File: config.mk
export PLATFORM = sky130hd
export DESIGN_NAME = dff_reg_arbiter_flat
export DESIGN_NICKNAME = d
export VERILOG_FILES = /design/src/rtl/dff_reg_arbiter_pkg.sv /design/src/rtl/dff_reg_arbiter_if.sv /design/src/rtl/dff_reg_arbiter_rr_pick.sv /design/src/rtl/dff_reg_arbiter.sv /design/src/flat_wrapper.sv
export SDC_FILE = /design/constraint.sdc
export NUM_CORES = 1
export LEC_CHECK = 0
export BUFFER_PORTS_ARGS = -buffer_cell sky130_fd_sc_hd__buf_4
export CAP_MARGIN = 30
export CORE_MARGIN = 5
export CORE_UTILIZATION = 48
export CTS_CLUSTER_SIZE = 12
export DETAILED_ROUTE_END_ITERATION = 6
export GPL_ROUTABILITY_DRIVEN = 1
export GPL_TIMING_DRIVEN = 0
export HOLD_SLACK_MARGIN = 0.12
export PLACE_DENSITY = 0.8
export SYNTH_ARGS = -nofsm -noshare
export SYNTH_HDL_FRONTEND = slang
export SYNTH_HIERARCHICAL = 1
export SYNTH_SLANG_ARGS = --single-unit
File: constraint.sdc
create_clock -name clk -period 2.3 [get_ports clk]
set_input_delay 0.23 -clock clk [delete_from_list [all_inputs] [get_ports clk]]
set_output_delay 0.23 -clock clk [all_outputs]
set_load 0.05 [all_outputs]
File: src/rtl/dff_reg_arbiter_pkg.sv
// Shared types and helpers for the round-robin shared-register arbiter.
package dff_reg_arbiter_pkg;

  typedef enum logic [0:0] {
    ARB_IDLE,
    ARB_OWN
  } arb_state_e;

  // Owner/pointer index width; never narrower than one bit.
  function automatic int unsigned ow_width(input int unsigned n);
    return (n <= 2) ? 1 : $clog2(n);
  endfunction

endpackage

File: src/rtl/dff_reg_arbiter_if.sv
// Requester-side bundle of the shared-register arbiter.
interface dff_reg_arbiter_if
  import dff_reg_arbiter_pkg::*;
#(
  parameter int unsigned N_REQ = 4,
  parameter int unsigned WIDTH = 8
);
  localparam int unsigned OW = ow_width(N_REQ);

  logic [N_REQ-1:0]       req;
  logic [N_REQ-1:0]       last;
  logic [N_REQ*WIDTH-1:0] wdata;
  logic [N_REQ-1:0]       gnt;
  logic [N_REQ-1:0]       ack;
  logic [WIDTH-1:0]       q;
  logic [OW-1:0]          owner;
  logic                   busy;

  modport master (
    output req, last, wdata,
    input  gnt, ack, q, owner, busy
  );

  modport slave (
    input  req, last, wdata,
    output gnt, ack, q, owner, busy
  );

endinterface

File: src/rtl/dff_reg_arbiter_rr_pick.sv
// Combinational round-robin search: first set req bit at or after ptr, wrapping.
module rr_pick
  import dff_reg_arbiter_pkg::*;
#(
  parameter int unsigned N_REQ = 4,
  parameter int unsigned OW    = ow_width(N_REQ)
) (
  input  logic [N_REQ-1:0] req_i,
  input  logic [OW-1:0]    ptr_i,
  output logic             found_o,
  output logic [OW-1:0]    idx_o
);

  always_comb begin
    int unsigned k;
    logic [OW-1:0] k_idx;
    k       = 0;
    k_idx   = '0;
    found_o = 1'b0;
    idx_o   = '0;
    for (int unsigned i = 0; i < N_REQ; i++) begin
      k     = (32'(ptr_i) + i) % N_REQ;
      k_idx = OW'(k);
      if (!found_o && req_i[k_idx]) begin
        found_o = 1'b1;
        idx_o   = k_idx;
      end
    end
  end

endmodule

File: src/rtl/dff_reg_arbiter.sv
// Round-robin arbiter granting exclusive write ownership of one shared register.
module dff_reg_arbiter
  import dff_reg_arbiter_pkg::*;
#(
  parameter int unsigned N_REQ     = 4,
  parameter int unsigned WIDTH     = 8,
  parameter int unsigned MAX_BEATS = 16
) (
  input logic              clk,
  input logic              res,
  dff_reg_arbiter_if.slave bus
);

  localparam int unsigned OW = ow_width(N_REQ);
  localparam int unsigned CW = $clog2(MAX_BEATS + 1);

  arb_state_e       state_q, state_d;
  logic [N_REQ-1:0] gnt_q, gnt_d;
  logic [N_REQ-1:0] ack_q, ack_d;
  logic [WIDTH-1:0] q_q, q_d;
  logic [OW-1:0]    owner_q, owner_d;
  logic [OW-1:0]    ptr_q, ptr_d;
  logic [CW-1:0]    cnt_q, cnt_d;
  logic             busy_q, busy_d;

  logic             pick_found;
  logic [OW-1:0]    pick_idx;
  logic             beat_acc;
  logic             beat_final;
  logic             release_now;
  logic [OW-1:0]    next_ptr;

  rr_pick #(
    .N_REQ (N_REQ),
    .OW    (OW)
  ) u_pick (
    .req_i   (bus.req),
    .ptr_i   (ptr_q),
    .found_o (pick_found),
    .idx_o   (pick_idx)
  );

  assign beat_acc    = (state_q == ARB_OWN) && bus.req[owner_q] && gnt_q[owner_q];
  // Final beat: owner flags it, or this beat reaches the per-ownership cap.
  assign beat_final  = bus.last[owner_q] || (cnt_q == CW'(MAX_BEATS - 1));
  // Dropping req while owning is an abandon with nothing captured.
  assign release_now = (state_q == ARB_OWN) && (!beat_acc || beat_final);
  assign next_ptr    = (owner_q == OW'(N_REQ - 1)) ? '0 : owner_q + OW'(1);

  // State register; every output is taken straight from a flop.
  always_ff @(posedge clk or negedge res) begin
    if (!res) begin
      state_q <= ARB_IDLE;
      gnt_q   <= '0;
      ack_q   <= '0;
      q_q     <= '0;
      owner_q <= '0;
      ptr_q   <= '0;
      cnt_q   <= '0;
      busy_q  <= 1'b0;
    end else begin
      state_q <= state_d;
      gnt_q   <= gnt_d;
      ack_q   <= ack_d;
      q_q     <= q_d;
      owner_q <= owner_d;
      ptr_q   <= ptr_d;
      cnt_q   <= cnt_d;
      busy_q  <= busy_d;
    end
  end

  always_comb begin
    state_d = state_q;
    unique case (state_q)
      ARB_IDLE: if (pick_found) state_d = ARB_OWN;
      ARB_OWN:  if (release_now) state_d = ARB_IDLE;
      default:  state_d = ARB_IDLE;
    endcase
  end

  always_comb begin
    gnt_d   = gnt_q;
    ack_d   = '0;
    q_d     = q_q;
    owner_d = owner_q;
    ptr_d   = ptr_q;
    cnt_d   = cnt_q;
    busy_d  = busy_q;
    unique case (state_q)
      ARB_IDLE: begin
        gnt_d  = '0;
        busy_d = 1'b0;
        if (pick_found) begin
          gnt_d[pick_idx] = 1'b1;
          owner_d         = pick_idx;
          busy_d          = 1'b1;
          cnt_d           = '0;
        end
      end
      ARB_OWN: begin
        if (beat_acc) begin
          q_d            = bus.wdata[owner_q*WIDTH +: WIDTH];
          ack_d[owner_q] = 1'b1;
          cnt_d          = cnt_q + CW'(1);
        end
        // owner is kept after release so it still names the last owner.
        if (release_now) begin
          gnt_d  = '0;
          busy_d = 1'b0;
          ptr_d  = next_ptr;
        end
      end
      default: begin
        gnt_d  = '0;
        busy_d = 1'b0;
      end
    endcase
  end

  assign bus.gnt   = gnt_q;
  assign bus.ack   = ack_q;
  assign bus.q     = q_q;
  assign bus.owner = owner_q;
  assign bus.busy  = busy_q;

  a_gnt_onehot0: assert property (@(posedge clk) disable iff (!res) $onehot0(gnt_q));
  a_ack_onehot0: assert property (@(posedge clk) disable iff (!res) $onehot0(ack_q));
  a_busy_gnt:    assert property (@(posedge clk) disable iff (!res) (|gnt_q) == busy_q);
  a_busy_state:  assert property (@(posedge clk) disable iff (!res)
                                  busy_q == (state_q == ARB_OWN));

endmodule

File: src/flat_wrapper.sv
// flat-port wrapper written by rule: the top's interface ports become plain ports
module dff_reg_arbiter_flat import dff_reg_arbiter_pkg::*;
#(
  parameter int unsigned N_REQ     = 4,
  parameter int unsigned WIDTH     = 8,
  parameter int unsigned MAX_BEATS = 16
)
  (clk, res, bus_req, bus_last, bus_wdata, bus_gnt, bus_ack, bus_q, bus_owner, bus_busy);
  dff_reg_arbiter_if #(.N_REQ(N_REQ), .WIDTH(WIDTH)) bus_i ();
  input logic clk;
  input logic res;
  input wire logic [$bits(bus_i.req)-1:0] bus_req;
  input wire logic [$bits(bus_i.last)-1:0] bus_last;
  input wire logic [$bits(bus_i.wdata)-1:0] bus_wdata;
  output wire logic [$bits(bus_i.gnt)-1:0] bus_gnt;
  output wire logic [$bits(bus_i.ack)-1:0] bus_ack;
  output wire logic [$bits(bus_i.q)-1:0] bus_q;
  output wire logic [$bits(bus_i.owner)-1:0] bus_owner;
  output wire logic [$bits(bus_i.busy)-1:0] bus_busy;
  assign bus_i.req = bus_req;
  assign bus_i.last = bus_last;
  assign bus_i.wdata = bus_wdata;
  assign bus_gnt = bus_i.gnt;
  assign bus_ack = bus_i.ack;
  assign bus_q = bus_i.q;
  assign bus_owner = bus_i.owner;
  assign bus_busy = bus_i.busy;
  dff_reg_arbiter #(.N_REQ(N_REQ), .WIDTH(WIDTH), .MAX_BEATS(MAX_BEATS)) u_core (.clk(clk), .res(res), .bus(bus_i));
endmodule
# --- Word-level counts from Yosys, hierarchy flattened ---
# Cells that the tools add are included.
totals:
  reg_bits: 27
  inputBits: 42
  out_inout_bits: 19
  elab_cells: 86
op_classes:
  add_sub_neg: 5
  n_lt_le_gt_ge: 8
  n_eq_ne: 5
  shifts: 1
  n_mux: 40
  bitwise_logic: 1
  reduce_logical: 18
op_table:
  columns: ["operator", "count"]
  rows:
  - ["variable part select 32 x 6 -> 8 bit", 1]
  - ["< comparator 2 x 3 -> 1 bit (second input constant)", 6]
  - ["2-to-1 mux 1 bit", 16]
  - ["2-to-1 mux 4 bit", 4]
  - ["binary-select mux 1 bit (select 2 bit)", 7]
  - ["2-to-1 mux 2 bit", 5]
  - ["2-to-1 mux 5 bit", 2]
  - ["one-hot mux 5 bit (2 select lines)", 1]
  - ["logical AND 1 bit", 8]
  - ["one-hot mux 4 bit (2 select lines)", 1]
  - ["AND reduction 2 bit", 4]
  - ["adder 5 x 1 -> 5 bit (second input constant)", 1]
  - ["== test 5 x 4 -> 1 bit (second input constant)", 1]
  - ["adder 2 x 1 -> 2 bit (second input constant)", 2]
  - ["adder 2 bit (second input constant)", 2]
  - ["demux 1 bit (select 2 bit)", 2]
  - [">= comparator 2 x 1 -> 1 bit (second input constant)", 2]
  - ["zero test 1 bit", 4]
  - ["inequality test 2 bit (second input constant)", 2]
  - ["one-hot mux 1 bit (2 select lines)", 2]
  - ["== test 2 bit (second input constant)", 1]
  - ["logical OR 1 bit", 2]
  - ["inequality test 2 x 1 -> 1 bit (second input constant)", 1]
  - ["NOT 1 bit", 1]

# --- Logic depth before layout (Yosys ltp) ---
# Gate-level depths: netlist (run 1).
logic_depth:
  word_depth: 18
  mapped_depth: 7

# --- Modules after synthesis ---
# The synthesis (run 1) kept the hierarchy.
by_module_without_submodules:
  columns: ["module", "n_inst", "cells_per_inst", "area_each_um2"]
  rows:
  - ["dff_reg_arbiter", 1, 110, 1428.9]
  - ["rr_pick", 1, 15, 77.6]

# --- Worst setup path before layout (run 1) ---
# No wires, ideal clock.
synth_timing:
  path_type: "register to register"
  from: "register u_core.owner_q[1], in the netlist u_core/bus.owner[1]"
  to: "register u_core.q_q[6], in the netlist u_core/bus.q[6]"
  arrival_time_ps: 1993
  t_required_ps: 2175
  slack_ps: 182
  stages_incl_launch_ff: 7
  path_cell_list: "dfrtp_1 > inv_2 > mux4_2 > nand2b_4 > buf_6 > buf_8 > mux2_4"
synth_between:
  elab_chain_cells: 5
  elab_cells_between_ends: 8
  cone_classes: "1 x shift; 4 x mux; 3 x reduce/logical"
synth_lines:
  columns: ["element", "line_no", "rtl"]
  rows:
  - ["from (decl)", "dff_reg_arbiter.sv:21", "logic [OW-1:0] owner_q, owner_d;"]
  - ["from (signal assigned)", "dff_reg_arbiter.sv:66", "owner_q <= owner_d;"]
  - ["branches (longest 5 deep; another with variable part select 32 x 6 -> 8 bit)", null, null]
  - ["to (signal assigned)", "dff_reg_arbiter.sv:65", "q_q <= q_d;"]
  - ["to (decl)", "dff_reg_arbiter.sv:20", "logic [WIDTH-1:0] q_q, q_d;"]
# Several ways; the timed one is not identified. The select of a mux whose other input is x is not followed.
# A chain may end at the register's enable or synchronous reset.

# --- Worst setup path after layout (run 1) ---
# Ends and elaborated chain as after synthesis.

==> results of run 1 <==
## through the flow
step,setup WS [ps],utilization [%],cells,cell area [µm²]
final,325,67.6,234,2050
after global routing,182,67.6,234,2050
after CTS,304,67.6,234,2050
after detailed placement,329,66.4,229,2010
after global placement,354,66.4,229,2010
after floorplan,182,-,125,1510
## flip-flops by register name, indices dropped and copies added (netlist names)
| name | flops |
|---|---|
| u_core/bus.gnt | 4 |
| u_core/bus.ack | 4 |
| u_core/bus.q | 8 |
| u_core/state_q | 1 |
| u_core/cnt_q | 5 |
| u_core/bus.busy | 1 |
| u_core/ptr_q | 2 |
| u_core/bus.owner | 2 |
## logic make-up (layout without fill, tap and decap cells)
| kind of cell | count (synthesis) | after routing | synth area share (%) |
|---|---|---|---|
| compound gates | 19 | 19 | 8.39 |
| xor+xnor | 1 | 1 | 0.582 |
| fa+ha+maj | 6 | 6 | 4.98 |
| buf+inv | 18 | 83 | 6.89 |
| flops | 27 | 27 | 44.9 |
| mux | 25 | 25 | 25.2 |
| simple gates | 29 | 29 | 9.14 |
## layer usage
metal / up-vias / track usage, % / wire (µm)
met3: 6 / 5.10 / 396
met4: 0 / 3.81 / 38
met5: - / 0 / 0
met1: 574 / 20.8 / 1400
li1: 572 / - / -
met2: 67 / 31.0 / 1790
## layout by cell type (no fill, tap or decap), types with 2 or more instances in the layout
cell type / instances
inv_1: 12
nor2_1: 8
nand2_1: 11
mux4_2: 9
a21o_1: 2
mux2_2: 9
o21ai_0: 6
a21oi_1: 4
nor2b_1: 2
dfrtp_1: 27
mux2i_1: 6
buf_6: 2
nand3_1: 2
inv_2: 2
buf_4: 60
clkbuf_4: 3
ha_1: 6
nor3_1: 2
## layout make-up
cell class	instances	area, µm²	share of cell area (%)
Tap cell	44	55.1	2.69
Timing Repair Buffer	61	460	22.5
Multi-Input combinational cell	80	727	35.5
Clock buffer	4	26.3	1.28
Buffer	4	51.3	2.50
Sequential cell	27	676	33.0
Inverter	14	52.6	2.57
## worst reg2reg max path: cells and delay by family, from the launching register on
kind | cells | cell delay, ps
and+or+nand+nor | 1 | 170
muxes | 2 | 840
DFF | 1 | 460
buffers and inverters | 3 | 410
## power by group through the flow
| stage | logic (mW) | clock network, mW | registers, mW |
|---|---|---|---|
| floorplan | 0.625 | 0 | 1.19 |
| global placement | 1.43 | 0 | 0.766 |
| detailed placement | 1.46 | 0 | 0.778 |
| CTS | 1.46 | 0.205 | 0.768 |
| global route | 1.55 | 0.231 | 0.794 |
| finish | 1.45 | 0.198 | 0.769 |
## timing repair
item | 4_1_cts | 5_1_grt
endpoints found under the hold margin | 27 | 0
buffers inserted | 0 | 0
hold buffers | 1 | 0
## path summary, 6_finish.rpt
check / end / startpoint / depth (start not counted)
min reg2reg: u_core/bus.busy$_DFFE_PN0P_ / u_core/bus.busy$_DFFE_PN0P_ / 1
max: u_core/bus.q[6]$_DFFE_PN0P_ / u_core/bus.owner[1]$_DFFE_PN0P_ / 6
max in group asynchronous: u_core/cnt_q[2]$_DFFE_PN0P_ / res / 2
max reg2reg: u_core/bus.q[6]$_DFFE_PN0P_ / u_core/bus.owner[1]$_DFFE_PN0P_ / 6
min in group clk: u_core/bus.q[0]$_DFFE_PN0P_ / bus_wdata[24] / 3
min: u_core/bus.ack[0]$_DFF_PN0_ / res / 2
==> impl_results.md, run 1 <==
* Pwr/cell area at 1180 nW/µm²
* Largest net degree at the start of global routing at 28
* CTS buffer count at 3
* Post-synth top area share at 44.9%
* Unrepaired setup endpoints after global routing: false
* Routed vias at 1219
* Hold WS at 343 ps
* Largest stage delay, worst path at 550 ps
* Total wire length at 3630 µm
* Clock transition at the registers of the reported paths at 140 ps
* Area leader, netlist: dfrtp_1
* R2R Setup Slk at 320 ps
* Top Family by Delay on Critical Path: multiplexers
* Post-cts resize count at 0
* Status: finished, final reports clean
* Mapped Cells at 125
* Sequential group share of total power at 31.8%
* CTS tree: yes
* Chip width at 66.0 µm
* WS Path Type: reg2reg
* FP Rows at 20
* Share of cells above drive strength 1 at 46.8%
* Sink Count at 27
* Hold/Removal Path Class: in2async
* DRT antenna net count at 0
* Main flop type after synthesis: dfrtp_1
* Fin Setup TNS at 0 ps
* Synthesis-to-layout area growth at 36.0%
* Max_slew headroom at 62.2%
* Arr. time, crit path at 2190 ps
* Max_cap viols at 0
* Post-synth EDFFs at 0
* CP Max Fanout at 10
* Grt total ovfl at 0
* CP bufs+invs at 3
* Crit. End Element: register
* I/O Pins at 61
* Number of global-route vias before repair at 1228
* Worst Tran Pin Value at 563 ps
* Combinational fraction of design power at 60.0%
* First-pass GRT wire length at 5870 µm
* Root buffer cell: clkbuf_4
* Iteration-0 DRC Markers at 52
* DIE AREA at 4360 µm²
* Pleak at 1.03 nW
* Net Count, Synth at 173
* RePlAce Congestion at 0.867
* Synth warnings at 6
* Net Switching at 1.12 mW
* Ant. Diodes at 0
* Distinct cells, synth at 31
* Router iterations before antenna repair at 4
* IR drop worst, VDD at 0.000696 V
* Total GRT Usage at 17.5%
* Core Box Area at 3030 µm²
* DIE HEIGHT at 66.0 µm
* Antenna violations before repair at 0
* Synth Area per Inst at 12.1 µm²
* H-tree depth at 1
* Nets at 239
* Mapped Area at 1510 µm²
* Largest cells by area after synthesis: dfrtp_1 45%, mux4_2 13%, mux2_2 6.7%
* List of most frequent post-synthesis cells: 27 x dfrtp_1, 12 x inv_1, 11 x nand2_1
* Clk buf depth at 2
* Clock power frac at 8.2%
* Hold Vio Cnt, Final at 0
* Yosys reg bits at 27
* Most common cell in the netlist: dfrtp_1
* Fillers at 223
* Switch share at 46.4%
* Worst Setup Start Kind: register
* DR WL/cell at 15.5 µm
* Internal power at 1.30 mW
* Cell Chain, Critical Path: inv_2, mux4_2, nand2b_4, buf_6, buf_8, mux2_4
* Fin crit share at 85.9%
* Residual DRC at 0
* Max-slew violations at 0
* # setup viols final at 0
* Total power at 2.42 mW
* Worst skew pair latency at 310 ps
* Crit-path slowest cell: mux4_2
* Register area share after synthesis at 44.9%
* Via/cell ratio at 5.21
* Max Clock Freq at 506 MHz
* Hpwl dp at 2900 µm
* Post-layout min period at 1980 ps
* Initial Util at 49.8%
* Post-synth ARST share at 100%
* I/O Buffers at 60
* WP data required at 2510 ps
* Final Skew at 2.74 ps
Note: power is estimated with default switching activity, not from simulation.
==> run 2, diff against run 1 <==
Settings changed: CORE_UTILIZATION 48 to 37, PLACE_DENSITY 0.8 to 0.65.
Clock period 2.3 ns to 2 ns, I/O delays scaled along.
==> run 2 against run 1 <==
Cell count is 3.4% higher. Flip-flop and latch count stayed put. Maximum frequency is 2.1% higher. Sequential share of layout area is 0.55 points lower. Register-to-register slack worse by 260 ps. Die area is 25% higher. Combinational power is 17% higher. Critical path depth stayed put. Sequential power is 17% higher. Critical path type unchanged. Critical endpoint unchanged. Highest routed layer unchanged.
==> impl_results.md, run 2 (same netlist as run 1, synthesis figures left out) <==
* WS Path Type: reg2reg
* Fin cells at 242
* Leading cell type in the layout, fill and taps excluded: buf_4
* DR WL/cell at 15.0 µm
* Fillers at 356
* Hold/Removal Path Class: in2reg
* H-tree depth at 1
* Post-layout min period at 1930 ps
* # setup viols final at 0
* Internal power at 1.58 mW
* Root buffer cell: clkbuf_8
* Chip width at 73.8 µm
* Largest net degree at the start of global routing at 28
* Worst Hold Path Cells at 3
* Ant. Diodes at 0
* Max Clock Freq at 517 MHz
* CTS buffer count at 3
* FP Rows at 23
* DIE HEIGHT at 73.8 µm
* Combinational fraction of design power at 58.6%
* I/O Pins at 61
* Hpwl dp at 2930 µm
* Largest register FFs at 8
* Core Util, Final at 53.0%
* Clock transition at the registers of the reported paths at 80 ps
* Hold WS at 380 ps
* Crit. End Element: register
* Residual DRC at 0
* I/O Buffers at 60
* Max-slew violations at 0
* Core Box Area at 3970 µm²
* Worst Setup Start Kind: register
* RePlAce Congestion at 0.782
* Initial Util at 37.9%
* Status: finished, final reports clean
* Antenna violations before repair at 0
* Router iterations before antenna repair at 4
* Fin Setup TNS at 0 ps
* Via/cell ratio at 5.02
* Worst skew pair latency at 260 ps
* Hold Vio Cnt, Final at 0
* Pwr/cell area at 1370 nW/µm²
* Switch share at 45.0%
* Clk buf depth at 2
* R2R depth at 6
* Max_cap viols at 0
* Pleak at 1.04 nW
* Number of global-route vias before repair at 1310
* Commonest non-fill, non-tap cells in the layout: 62 x buf_4, 21 x dfrtp_1, 12 x inv_1
* CTS tree: yes
* First-pass GRT wire length at 5840 µm
* Placed cells at 235
* Setup WS pre-CTS at 14.2 ps
* Grt total ovfl at 0
* Clock power frac at 10.1%
* WP data required at 2150 ps
* Net Switching at 1.30 mW
* Max_slew headroom at 74.8%
* IR drop worst, VDD at 0.000774 V
* Nets at 241
* DIE AREA at 5450 µm²
* Final worst setup slack at 65.8 ps
* Total GRT Usage at 13.6%
* Routed vias at 1216
* DRT antenna net count at 0
* Synthesis-to-layout area growth at 39.8%
* Share of cells above drive strength 1 at 51.6%
* Final Skew at 2.72 ps
* Register Area at 683 µm²
* Sequential group share of total power at 31.2%
* CP Max Fanout at 10
* Iteration-0 DRC Markers at 34
* Sink Count at 27
* Worst Tran Pin Value at 378 ps
* Multi-input logic area at 736 µm²
* Total wire length at 3630 µm
* Fin crit share at 96.7%
* Arr. time, crit path at 2080 ps
[run 2: cell count changes in the layout (fill, tap and decap cells not counted)]
cell      change
dfrtp_2       +6
clkbuf_8      +3
nor3_1        -1
nor3_2        +1
buf_4         +2
o21ai_0       -1
clkbuf_4      -3
o21ai_2       +1
dfrtp_1       -6
[run 2: final timing paths]
| check | startpoint | end | slack [ps] |
|---|---|---|---|
| hold / removal | bus_wdata[25] | u_core/bus.q[1]$_DFFE_PN0P_ | 380 |
| min in group asynchronous | res | u_core/bus.ack[0]$_DFF_PN0_ | 400 |
| hold reg to reg | u_core/bus.busy$_DFFE_PN0P_ | u_core/bus.busy$_DFFE_PN0P_ | 500 |
| max in group asynchronous | res | u_core/bus.gnt[3]$_DFFE_PN0P_ | 1330 |
| setup / recovery | u_core/bus.owner[1]$_DFFE_PN0P_ | u_core/bus.q[6]$_DFFE_PN0P_ | 70 |
| setup reg to reg | u_core/bus.owner[1]$_DFFE_PN0P_ | u_core/bus.q[6]$_DFFE_PN0P_ | 70 |
[run 2: cell type report]
type                       count  area share [%]
buffer                         4            2.44
timing repair buffer          63            22.6
multi-input combinational     80            34.9
inverter                      14            2.50
clock buffer                   4            2.14
sequential                    27            32.4
tap                           50            2.97
[run 2: what timing repair did]
action,in CTS,in global routing
buffers inserted,0,2
hold buffers,1,0
hold endpoints to repair,27,0
gates resized for setup,1,2
endpoints found under the setup margin,1,8
[run 2: metrics by stage]
stage / power (mW) / area [µm²]
after floorplan: 2.09 / 1510
after global routing: 3.07 / 2110
after detailed placement: 2.59 / 2030
final: 2.88 / 2110
after global placement: 2.54 / 2030
after CTS: 2.89 / 2080
[run 2: routing by layer]
| metal | share of wire [%] | GRT usage (%) | up-vias |
|---|---|---|---|
| met3 | 10 | 3.01 | 4 |
| met1 | 39 | 15.9 | 584 |
| met5 | 0 | 0 | - |
| met2 | 50 | 25.3 | 52 |
| met4 | 0.61 | 2.41 | 0 |
| li1 | - | - | 576 |
[run 2: power by group through the flow]
stage,clock network [mW],logic [mW],registers (mW)
floorplan,0,0.718,1.38
global placement,0,1.65,0.894
detailed placement,0,1.68,0.910
CTS,0.309,1.69,0.899
global route,0.328,1.81,0.931
finish,0.292,1.69,0.900
[run 2: worst max-delay path, cell delays in order, from the launching register on]
cell      delay [ps]
dfrtp_2          450
inv_2            100
mux4_2           540
nand2b_4         160
buf_6            140
buf_8            140
mux2_4           290
==> run 3, diff against run 2 <==
Settings changed: CORE_MARGIN 5 to 2, SETUP_SLACK_MARGIN set to 0.5.
==> run 3 against run 2 <==
Clock skew increased by 1.7 ps. Sequential share of layout area decreased by 3.3 points. Cell area increased by 11%. Cell count increased by 4.5%. Routed wire length increased by 8.0%. Maximum frequency increased by 4.4%. First-iteration DRC count increased by 2.9%. Power increased by 12%. Combinational power increased by 20%. Largest cell class unchanged.
==> impl_results.md, run 3 (same netlist as run 1, synthesis figures left out) <==
* CP bufs+invs at 4
* CTS buffer count at 3
* Crit-path slowest cell: mux4_2
* Worst Setup Start Kind: register
* RePlAce Congestion at 0.836
* Post-layout min period at 1850 ps
* Met1 usage at 20.5%
* Cell Chain, Critical Path: inv_4, mux4_2, buf_6, buf_6, buf_6, nor3b_4, mux2i_1
* M2 GR Usage at 32.6%
* Hold/Removal Path Class: in2async
* DIE HEIGHT at 67.8 µm
* WP data required at 2200 ps
* Unrepaired setup endpoints after global routing: true
* DIE AREA at 4600 µm²
* DRT antenna net count at 0
* Final Skew at 4.46 ps
* I/O Buffers at 60
* Pwr/cell area at 1380 nW/µm²
* Max-slew violations at 0
* Total GRT Usage at 17.5%
* Most used routing layer: met2
* Commonest non-fill, non-tap cells in the layout: 67 x buf_4, 21 x dfrtp_1, 12 x inv_1
* Clk buf depth at 2
* Max Clock Freq at 540 MHz
* Leading cell type in the layout, fill and taps excluded: buf_4
* Chip width at 67.8 µm
* I/O Pins at 61
* Largest stage delay, worst path at 520 ps
* Via/cell ratio at 4.96
* Top Family by Delay on Critical Path: multiplexers
* Placed Instance Area at 2030 µm²
* FP Rows at 23
* Status: finished, final reports clean
* Max_cap viols at 0
* Worst Tran Pin Value at 363 ps
* Iteration-0 DRC Markers at 35
* Routed vias at 1256
* Hold Vio Cnt, Final at 0
* Nets at 252
* Fin crit share at 92.7%
* Arr. time, crit path at 2050 ps
* Router iterations before antenna repair at 4
* Pleak at 1.14 nW
* Share of cells above drive strength 1 at 61.6%
* Total wire length at 3920 µm
* Number of global-route vias before repair at 1246
* Ant. Diodes at 0
* Max_slew headroom at 75.7%
* WS Path Type: reg2reg
* Root buffer cell: clkbuf_8
* Grt total ovfl at 0
* DR WL/cell at 15.5 µm
* Worst skew pair latency at 270 ps
* Fin Setup TNS at 0 ps
* Initial Util at 37.9%
* M3 GR Usage at 3.95%
* CP Max Fanout at 2
* First-pass GRT wire length at 6000 µm
* Largest register FFs at 8
* Residual DRC at 0
* Synthesis-to-layout area growth at 55.8%
* R2R Setup Slk at 150 ps
* Largest net degree at the start of global routing at 28
* H-tree depth at 1
* Final Instance Area at 2350 µm²
* # setup viols final at 0
* Sink Count at 27
* Antenna violations before repair at 0
* CTS tree: yes
* IR drop worst, VDD at 0.000666 V
* Clock transition at the registers of the reported paths at 90 ps
* Most used cell, CP: buf_6
* Core Box Area at 3970 µm²
* Crit. End Element: register
* Hpwl dp at 2710 µm
run 3: timing repair:
action,in CTS,in global routing
resized for setup,19,21
setup endpoints to repair,25,26
setup buffers,9,4
hold buffers,1,0
pin swaps,7,7
endpoints found under the hold margin,27,0
run 3: final cells by class:
class                      count  area (µm²)
fill                         331        1620
clock buffer                   4        45.0
inverter                      14        55.1
timing repair buffer          74         598
buffer                         4        55.1
tap                           50        62.6
multi-input combinational     80         848
sequential                    27         683
run 3: worst register-to-register path, stage by stage, from the launching register on:
cell	delay, ps
dfrtp_2	430
inv_4	70
mux4_2	520
buf_6	150
buf_6	120
buf_6	110
nor3b_4	190
mux2i_1	200
run 3: metal layers:
layer	share of wire (%)	wire [µm]	vias up
met3	9.3	365	2
li1	-	-	598
met2	51	1990	51
met5	0	0	-
met1	40	1560	605
met4	0.20	8	0
run 3: where the power goes:
| group | internal (mW) | switching, mW |
|---|---|---|
| Clock | 0.142 | 0.161 |
| Combinational | 0.888 | 1.14 |
| Sequential | 0.739 | 0.162 |
| Total | 1.77 | 1.46 |
run 3: worst paths after layout:
kind,end,start,cells past startpoint
worst min register to register,u_core/bus.busy$_DFFE_PN0P_,u_core/bus.busy$_DFFE_PN0P_,1
min in group clk,u_core/bus.q[5]$_DFFE_PN0P_,bus_wdata[21],3
worst max register to register,u_core/cnt_q[2]$_DFFE_PN0P_,u_core/bus.owner[1]$_DFFE_PN0P_,7
worst min-delay path,u_core/state_q$_DFF_PN0_,res,2
worst max-delay path,u_core/cnt_q[2]$_DFFE_PN0P_,u_core/bus.owner[1]$_DFFE_PN0P_,7
max in group asynchronous,u_core/bus.gnt[3]$_DFFE_PN0P_,res,2
run 3: metrics by stage:
stage / instances / hold slack [ps] / power [mW] / util [%] / setup slack (ps)
2_1_floorplan: 125 / -95.6 / 2.09 / - / 0.574
3_3_place_gp: 235 / 131 / 2.54 / 51.0 / 38.0
3_5_place_dp: 235 / 136 / 2.58 / 51.0 / 20.9
4_1_cts: 249 / 379 / 3.07 / 55.8 / 192
5_1_grt: 253 / 384 / 3.43 / 59.1 / 93.0
6_report: 253 / 382 / 3.23 / 59.1 / 147
